--- config.mk ---
export PLATFORM = sky130hd
export DESIGN_NAME = ps2_poly_tone
export DESIGN_NICKNAME = d
export VERILOG_FILES = /design/src/rtl/ps2_poly_tone.sv
export SDC_FILE = /design/constraint.sdc
export NUM_CORES = 1
export LEC_CHECK = 0
export CAP_MARGIN = 25
export CORE_MARGIN = 2
export CORE_UTILIZATION = 57
export DETAILED_ROUTE_END_ITERATION = 7
export GPL_ROUTABILITY_DRIVEN = 0
export PLACE_DENSITY = 0.86
export SETUP_SLACK_MARGIN = 0.5
export SLEW_MARGIN = 20
export SYNTH_ARGS = -nofsm -noshare
export SYNTH_HDL_FRONTEND = slang
export SYNTH_SLANG_ARGS = --single-unit
export TNS_END_PERCENT = 50
--- constraint.sdc ---
create_clock -name CLOCK_50 -period 5.85 [get_ports CLOCK_50]
set_input_delay 1.4625 -clock CLOCK_50 [delete_from_list [all_inputs] [get_ports CLOCK_50]]
set_output_delay 1.4625 -clock CLOCK_50 [all_outputs]
set_load 0.05 [all_outputs]
--- src/rtl/ps2_poly_tone.sv ---
// Polyphonic square-wave tone generator fed by the raw PS/2 scancode stream.
// Optional macro PS2_POLY_TONE_SAT_EN: saturate the voice mix instead of wrapping.

module ps2_poly_tone_voice #(
  parameter int CNT_W = 19
) (
  input  logic             clk,
  input  logic             rst_n,
  input  logic             load,
  input  logic             clear,
  input  logic [7:0]       new_code,
  input  logic [CNT_W-1:0] new_half,
  output logic             active,
  output logic             phase,
  output logic [7:0]       code
);
  logic [CNT_W-1:0] cnt, half;

  always_ff @(posedge clk or negedge rst_n) begin
    if (!rst_n) begin
      active <= 1'b0;
      phase  <= 1'b1;
      code   <= '0;
      cnt    <= '0;
      half   <= '0;
    end else if (load) begin
      active <= 1'b1;
      phase  <= 1'b1;
      code   <= new_code;
      half   <= new_half;
      cnt    <= '0;
    end else if (clear) begin
      active <= 1'b0;
      cnt    <= '0;
    end else if (active) begin
      if (cnt == half) begin
        cnt   <= '0;
        phase <= ~phase;
      end else begin
        cnt <= cnt + 1'b1;
      end
    end
  end
endmodule

module ps2_poly_tone #(
  parameter int VOICES   = 4,
  parameter int SAMPLE_W = 32,
  parameter int AMP      = 10000000,
  parameter int CNT_W    = 19
) (
  input  logic                CLOCK_50,
  input  logic                resetn,
  input  logic [7:0]          received_data,
  input  logic                received_data_en,
  output logic [SAMPLE_W-1:0] sound,
  output logic [VOICES-1:0]   voice_active,
  output logic                note_dropped
);
  typedef enum logic [1:0] {IDLE, BRK, EXT, EXT_BRK} state_t;

  localparam logic signed [SAMPLE_W+2:0] AMP_X   = (SAMPLE_W+3)'(AMP);
  localparam logic signed [SAMPLE_W+2:0] SAT_MAX = {4'b0000, {(SAMPLE_W-1){1'b1}}};
  localparam logic signed [SAMPLE_W+2:0] SAT_MIN = {4'b1111, {(SAMPLE_W-1){1'b0}}};

  state_t                  state, state_nxt;
  logic                    make_req, rel_req;
  logic                    rom_hit;
  logic [19:0]             rom_val;
  logic [CNT_W-1:0]        rom_half;
  logic [VOICES-1:0]       act, ph, held, load, clear;
  logic [VOICES-1:0][7:0]  code;
  logic                    found, alloc, drop;
  logic signed [SAMPLE_W+2:0] sum, mix;

  always_comb begin
    rom_hit = 1'b1;
    rom_val = '0;
    case (received_data)
      8'h15: rom_val = 20'h2F691;
      8'h1D: rom_val = 20'h29AB2;
      8'h24: rom_val = 20'h24A26;
      8'h2D: rom_val = 20'h230E4;
      8'h2C: rom_val = 20'h1F240;
      8'h35: rom_val = 20'h1B6A4;
      8'h3C: rom_val = 20'h18CB7;
      8'h43: rom_val = 20'h17544;
      8'h44: rom_val = 20'h14C8B;
      8'h4D: rom_val = 20'h12843;
      8'h1E: rom_val = 20'h2C0A2;
      8'h26: rom_val = 20'h273C2;
      8'h2E: rom_val = 20'h20FE1;
      8'h36: rom_val = 20'h1D649;
      8'h3D: rom_val = 20'h1A2FA;
      8'h46: rom_val = 20'h16051;
      8'h45: rom_val = 20'h139E1;
      default: rom_hit = 1'b0;
    endcase
    rom_half = CNT_W'(rom_val);
  end

  always_ff @(posedge CLOCK_50 or negedge resetn) begin
    if (!resetn) state <= IDLE;
    else         state <= state_nxt;
  end

  // Extended (E0-prefixed) sequences are swallowed so those keys never sound.
  always_comb begin
    state_nxt = state;
    make_req  = 1'b0;
    rel_req   = 1'b0;
    if (received_data_en) begin
      case (state)
        IDLE: begin
          if (received_data == 8'hF0)      state_nxt = BRK;
          else if (received_data == 8'hE0) state_nxt = EXT;
          else                             make_req  = rom_hit;
        end
        BRK: begin
          rel_req   = 1'b1;
          state_nxt = IDLE;
        end
        EXT:     state_nxt = (received_data == 8'hF0) ? EXT_BRK : IDLE;
        default: state_nxt = IDLE;
      endcase
    end
  end

  always_comb begin
    for (int i = 0; i < VOICES; i++)
      held[i] = act[i] && (code[i] == received_data);
    alloc = make_req && !(|held);
    drop  = alloc && (&act);
    clear = rel_req ? held : '0;
    load  = '0;
    found = 1'b0;
    for (int i = 0; i < VOICES; i++) begin
      if (!act[i] && !found) begin
        load[i] = alloc;
        found   = 1'b1;
      end
    end
  end

  for (genvar g = 0; g < VOICES; g++) begin : g_voice
    ps2_poly_tone_voice #(.CNT_W(CNT_W)) u_voice (
      .clk      (CLOCK_50),
      .rst_n    (resetn),
      .load     (load[g]),
      .clear    (clear[g]),
      .new_code (received_data),
      .new_half (rom_half),
      .active   (act[g]),
      .phase    (ph[g]),
      .code     (code[g])
    );
  end

  always_comb begin
    sum = '0;
    for (int i = 0; i < VOICES; i++)
      if (act[i]) sum = ph[i] ? sum + AMP_X : sum - AMP_X;
`ifdef PS2_POLY_TONE_SAT_EN
    if (sum > SAT_MAX)      mix = SAT_MAX;
    else if (sum < SAT_MIN) mix = SAT_MIN;
    else                    mix = sum;
`else
    mix = sum;
`endif
  end

  always_ff @(posedge CLOCK_50 or negedge resetn) begin
    if (!resetn) begin
      sound        <= '0;
      note_dropped <= 1'b0;
    end else begin
      sound        <= mix[SAMPLE_W-1:0];
      note_dropped <= note_dropped | drop;
    end
  end

  assign voice_active = act;
endmodule

Word level (Yosys, flattened, before mapping)
Index checks and enable logic that the tools add are counted.
{"block": "op_classes", "n_addsub": 10, "n_eq_ne": 34, "n_mux": 68, "bitwise": 5, "reduce_logical": 40}
{"op": "one-hot mux 18 bit (17 select lines)", "n": 1}
{"op": "two-way mux 19 bit", "n": 16}
{"op": "two-way mux 32 bit", "n": 8}
{"op": "adder 32 x 25 -> 32 bit (second input constant)", "n": 3}
{"op": "subtractor 32 x 25 -> 32 bit (second input constant)", "n": 3}
{"op": "adder 19 x 1 -> 19 bit (second input constant)", "n": 4}
{"op": "== test 19 bit", "n": 4}
{"op": "== test 8 x 6 -> 1 bit (second input constant)", "n": 9}
{"op": "== test 8 x 7 -> 1 bit (second input constant)", "n": 5}
{"op": "two-way mux 1 bit", "n": 38}
{"op": "== test 8 bit", "n": 4}
{"op": "== test 8 x 5 -> 1 bit (second input constant)", "n": 3}
{"op": "nonzero test 2 bit", "n": 12}
{"op": "OR reduction 17 bit", "n": 1}
{"op": "== test 8 bit (second input constant)", "n": 2}
{"op": "AND reduction 3 bit", "n": 4}
{"op": "nonzero test 3 bit", "n": 4}
{"op": "logical AND 1 bit", "n": 9}
{"op": "inequality test 2 x 1 -> 1 bit (second input constant)", "n": 4}
{"op": "logical NOT 1 bit", "n": 6}
{"op": "two-way mux 2 bit", "n": 3}
{"op": "two-way mux 4 bit", "n": 1}
{"op": "NOT 1 bit", "n": 4}
{"op": "one-hot mux 2 bit (2 select lines)", "n": 1}
{"op": "8 further kinds", "n": 8}
{"block": "word_totals", "reg_bits": 227, "input_bits": 11, "output_inout_bits": 37}

Longest topological paths before layout
{"block": "logic_depth", "ltp_word": 11, "mapped_depth": 30, "ltp_nobuf": 28}

Hierarchy
A second synthesis with hierarchy kept.
{"block": "hier_totals", "cells_unflattened": 1519, "area_unflattened_um2": 14242.4}
{"module": "ps2_poly_tone_voice (g_voice[1].u_voice ...)", "n_inst": 3, "cells_per_inst": 216, "area_per_inst_um2": 2356.0}
{"module": "ps2_poly_tone", "n_inst": 1, "cells_per_inst": 659, "area_per_inst_um2": 4844.6}
{"module": "ps2_poly_tone_voice (g_voice[0].u_voice)", "n_inst": 1, "cells_per_inst": 212, "area_per_inst_um2": 2329.7}

Worst setup path before layout
OpenSTA, ideal clock, no wires.
{"block": "synth_timing", "kind": "register -> register", "from": "register g_voice[0].u_voice.active", "to": "register sound[30]", "setup_time_ns": 0.118, "arrival_ns": 5.346, "required_time_ns": 5.732, "slack_ns": 0.386, "path_stages_with_launch": 30, "path_buffers": 3, "cell_sequence": "dfrtp_1 clkbuf_1 nand2_1 inv_1 ha_1 clkbuf_1 inv_1 a21oi_1 a31o_2 a21oi_1 ha_1 o21ai_0 nand2b_1 a21oi_1 a31oi_1 a21o_1 a21o_1 mux2i_1 nand4b_1 ha_1 clkbuf_1 a21o_1 a21oi_1 nor2b_1 or4_1 nor3_1 o2111ai_1 a31oi_1 xnor2_1 a21o_1"}
{"block": "synth_between", "elab_chain_len": 10}
{"element": "start: declaration", "line_no": "13", "text": "output logic active,"}
{"element": "start signal: assignment", "line_no": "21", "text": "active <= 1'b0;"}
{"element": "start signal: assignment", "line_no": "27", "text": "active <= 1'b1;"}
{"element": "start signal: assignment", "line_no": "33", "text": "active <= 1'b0;"}
{"element": "two-way mux 32 bit (*)", "line_no": "162", "text": "if (act[i]) sum = ph[i] ? sum + AMP_X : sum - AMP_X;"}
{"element": "subtractor 32 x 25 -> 32 bit or adder 32 x 25 -> 32 bit (tied branches)", "line_no": "162"}
{"element": "two-way mux 32 bit", "line_no": "162"}
{"element": "two-way mux 32 bit (*)", "line_no": "162"}
{"element": "subtractor 32 x 25 -> 32 bit or adder 32 x 25 -> 32 bit (tied branches)", "line_no": "162"}
{"element": "two-way mux 32 bit", "line_no": "162"}
{"element": "two-way mux 32 bit (*)", "line_no": "162"}
{"element": "subtractor 32 x 25 -> 32 bit or adder 32 x 25 -> 32 bit (tied branches)", "line_no": "162"}
{"element": "two-way mux 32 bit", "line_no": "162"}
{"element": "two-way mux 32 bit (*)", "line_no": "162"}
{"element": "net mix[30]", "line_no": "74", "text": "logic signed [SAMPLE_W+2:0] sum, mix;"}
{"element": "end signal: assignment", "line_no": "177", "text": "sound <= mix[SAMPLE_W-1:0];"}
{"element": "end: declaration", "line_no": "56", "text": "output logic [SAMPLE_W-1:0] sound,"}
Mark *: on every way through the listed nets, which the timed path passes. The rest lies on a longest branch.
A chain may end at the register's enable or synchronous reset.

Worst setup path after layout
{"block": "layout_timing", "from": "register g_voice[0].u_voice.phase", "to": "register sound[31]"}
{"block": "layout_between", "elab_chain_len": 11}
{"element": "start: declaration", "line_no": "14", "text": "output logic phase,"}
{"element": "start signal: assignment", "line_no": "38", "text": "phase <= ~phase;"}
{"element": "two-way mux 32 bit (*) (2 in series)", "line_no": "162"}
{"element": "subtractor 32 x 25 -> 32 bit or adder 32 x 25 -> 32 bit (tied branches)", "line_no": "162"}
{"element": "two-way mux 32 bit", "line_no": "162"}
{"element": "two-way mux 32 bit (*)", "line_no": "162"}
{"element": "subtractor 32 x 25 -> 32 bit or adder 32 x 25 -> 32 bit (tied branches)", "line_no": "162"}
{"element": "two-way mux 32 bit", "line_no": "162"}
{"element": "two-way mux 32 bit (*)", "line_no": "162"}
{"element": "subtractor 32 x 25 -> 32 bit or adder 32 x 25 -> 32 bit (tied branches)", "line_no": "162"}
{"element": "two-way mux 32 bit", "line_no": "162"}
{"element": "two-way mux 32 bit (*)", "line_no": "162"}
{"element": "net mix[31]", "line_no": "74"}
Marked as above.

==> flow_summary_export.csv <==
group,metric,value,unit
outcome,outcome,"complete, no violations",
floorplanning,die_w,161.1,um
clock_network,cts_tree,"yes",
clock_network,cts_buffer_depth,3,
clock_network,cts_buffers,24,
setup_path,crit_path_end,"sound[31]",
global_route,grt_antenna_before_repair,0,
setup_path,timing.rr.end,"sound[31]",
sta,maxSlewHeadroom,33.31,%
global_route,grt-ovfl-total,0,
setup_path,worst-r2r-cell-count,26,
final_layout,finalNetCount,1648,
sta,rsz0062_at_grt,"yes",
global_route,grt_max_degree,119,
final_layout,n_antenna_cell,0,
job,drv_cap,0,
setup_path,cp-end-kind,"register",
sta,finClkSkew,0.02956,ns
global_route,grt_pass1_wl,58.23,mm
final_layout,syn2layout_area_growth,13.25,%
power_and_ir_drop,irDropWorstVdd,615.3,uV
power_and_ir_drop,clockPowerShare,16.3,%
routing,drcViolationCount,0,
floorplanning,die_area,25960,um2
logic_synthesis,ys_seq_area_share,38.45,%
power_and_ir_drop,power.internal,0.005469,W
global_route,grtUsageTotal,27.13,%
sta,fin_crit,5.474,ns
logic_synthesis,synthCells,1540,
sta,max_freq,182.7,MHz
logic_synthesis,ys.flop_type,"dfrtp_1",
final_layout,nFillCells,1753,
place,port_buffers,40,
floorplanning,ios,48,
sta,slew_viol_final,0,
floorplanning,num_rows,57,
setup_path,reg2reg_from,"g_voice[0].u_voice.phase",
power_and_ir_drop,seqPwrFrac,20.8,%
routing,dr.first_iter.drc_count,1503,
routing,routed_via_density,6.293,
clock_network,clkLatencyLatePin,0.56,ns
routing,firstDrtPassIters,7,
final_layout,drive_gt1_share,14.72,%
routing,drt_wl_total,36.72,mm
sta,setup_viol,0,
power_and_ir_drop,power_density,621.4,nW/um2
setup_path,reg2reg_slack,0.38,ns
logic_synthesis,avgSynthCellArea,9.138,um2
logic_synthesis,synth_top_area_share,37.70,%
setup_path,critPathLaunchType,"register",
logic_synthesis,ys_ff_latch,216,
power_and_ir_drop,sw_frac_of_total,44.77,%
routing,via_count,12126,
power_and_ir_drop,p_switching,0.004434,W
global_route,grt_pass1_vias,11427,
routing,drtAntennaViolNets,0,
logic_synthesis,synth.distinct_cells,78,
floorplanning,core_area,24250,um2
power_and_ir_drop,comb_power_share,63.0,%
clock_network,cts_hold_buf,0,
setup_path,required,6.30,ns
setup_path,criticalPathCategory,"register to register",
setup_path,critPathMaxFanout,9,
logic_synthesis,yosys.area.top_type,"dfrtp_1",
floorplanning,fp.dieH,161.1,um
clock_network,htreeDepth,1,
sta,final-hold-violation-count,0,
logic_synthesis,async_reset_ff_share,100.0,%
logic_synthesis,syn_area,14070,um2
power_and_ir_drop,power.leakage,7.554,nW
min_path,hold_class,"register to register",
sta,tightest_slew,0.9899,ns
logic_synthesis,yosys_warnings,0,
place,hpwl,23.83,mm
sta,hold_slack,0.4956,ns
sta,fin_crit_sh,93.57,%
clock_network,cts_root_buf,"clkbuf_16",
setup_path,arrival,5.93,ns
clock_network,clkSlewWorstSetupHoldPaths,0.06,ns
clock_network,clock-sinks,216,
sta,fin_setup_tns,0,ns
logic_synthesis,synth_edf_count,0,
power_and_ir_drop,total_power,0.009903,W
logic_synthesis,synthTopCellsByArea,"dfrtp_1 38%, xor2_1 5.2%, o21ai_0 4.3%",
setup_path,crit_start,"g_voice[0].u_voice.phase",
floorplanning,initial_core_util,58.03,%
routing,detail_route.wl_per_cell,19.06,um
[through the flow]
stage | setup slack (ns) | util, % | area, um2 | cells
3_3_place_gp | 0.3083 | 60.32 | 14630 | 1852
5_1_grt | 0.1592 | 65.72 | 15940 | 1927
2_1_floorplan | 0.5361 | - | 14100 | 1546
4_1_cts | 0.5086 | 64.35 | 15610 | 1908
6_report | 0.3762 | 65.72 | 15940 | 1927
3_5_place_dp | 0.2082 | 60.32 | 14630 | 1852
[logic make-up (layout without fill, tap and decap cells)]
family                   after synthesis  count (layout)  share of synthesized area (%)
adder cells (fa/ha/maj)               51              51                          4.748
AO/OA/AOI/OAI                        389             389                          17.09
other                                  1               7                        0.02665
buffers and inverters                123             180                          4.392
XOR/XNOR                             146             146                          9.087
flip-flops                           216             216                          38.45
AND/OR/NAND/NOR                      534             534                          18.85
multiplexers                          80              80                          7.362
[worst max-delay path, stage by stage, from the launching register on]
cell and delay, ns:
dfstp_2 0.55, nand2_1 0.12, inv_1 0.12, ha_2 0.35, a21oi_2 0.19, nand2_1 0.12
a21oi_1 0.16, nor2_1 0.07, nor2_1 0.16, ha_1 0.32, o21ai_2 0.11, nand2b_1 0.10
a21oi_2 0.19, a31oi_4 0.05, buf_4 0.17, a41o_1 0.28, a21o_1 0.22, xor2_1 0.15
mux2_2 0.29, ha_2 0.39, inv_1 0.12, o22ai_2 0.25, o21ai_1 0.15, a311oi_2 0.32
o21ai_1 0.12, a21oi_2 0.17, xor2_1 0.15
[worst min-delay path by stage]
stage	slack, ns	to	startpoint	cells past startpoint
6_report	0.50	g_voice[1].u_voice.code[6]	g_voice[1].u_voice.code[6]	2
5_1_grt	0.51	g_voice[1].u_voice.code[2]	g_voice[1].u_voice.code[2]	2
4_1_cts	0.49	state[1]	state[1]	2
3_5_place_dp	0.48	state[1]	state[1]	2
3_3_place_gp	0.46	state[1]	state[1]	2
2_1_floorplan	0.45	state[1]	state[1]	2
[repair_timing]
| item | in CTS | in global routing |
|---|---|---|
| pin swaps | 8 | 31 |
| buffers inserted | 13 | 19 |
| setup endpoints to repair | 10 | 14 |
| endpoints found under the hold margin | 0 | 0 |
| resized for setup | 13 | 44 |
[final cells by class]
type	count	area (um2)	share of cell area (%)
Clock buffer	35	701.9	4.404
Clock inverter	8	143.9	0.9029
Inverter	41	156.4	0.9814
Multi-Input combinational cell	1207	8292	52.03
Sequential cell	216	5411	33.96
Tap cell	324	405.4	2.544
Timing Repair Buffer	96	825.8	5.182
[sequential cells by signal (all words and copies together), names as in the netlist]
signal	count
g_voice.u_voice.half	72
g_voice.u_voice.cnt	76
state	2
sound	25
note_dropped	1
g_voice.u_voice.active	4
g_voice.u_voice.phase	4
g_voice.u_voice.code	32
[power groups by stage]
stage | Clock [W] | Combinational, W | Sequential (W)
6_report | 0.00161 | 0.00624 | 0.00206
5_1_grt | 0.00169 | 0.00672 | 0.00209
4_1_cts | 0.00163 | 0.00546 | 0.00205
3_5_place_dp | 0 | 0.00519 | 0.00208
3_3_place_gp | 0 | 0.00501 | 0.00206
2_1_floorplan | 0 | 0.00381 | 0.00231
[layout by cell type, fill, tap and decap left out, types with 41 or more instances in the layout]
cell     synthesis  routed
dfrtp_1        212     211
nand2_1        159     159
nor2_1         123     121
o21ai_0        121     114
xor2_1          84      84
xnor2_1         62      62
buf_4           19      56
a21oi_1         61      50
o21ai_1         45      50
and3_1          41      41
[metal layers]
layer | track usage (%) | vias up | part of all wire, %
met4 | 9.619 | 0 | 4.0
met2 | 43.43 | 626 | 47
li1 | - | 5517 | -
met1 | 38.49 | 5836 | 42
met5 | 0 | - | 0
met3 | 3.133 | 147 | 7.5
[cell usage after synthesis, types with 33 or more instances]
library cell,instances
a21o_1,33
nor2_1,123
o21ai_0,121
nand2b_1,36
xnor2_1,62
nand2_1,159
a21oi_1,61
o21ai_1,45
and3_1,41
xor2_1,84
nand3_1,40
inv_1,40
dfrtp_1,212
ha_1,47
mux2_4,37
clkbuf_1,35
Note: power is estimated with default switching activity, not from simulation.
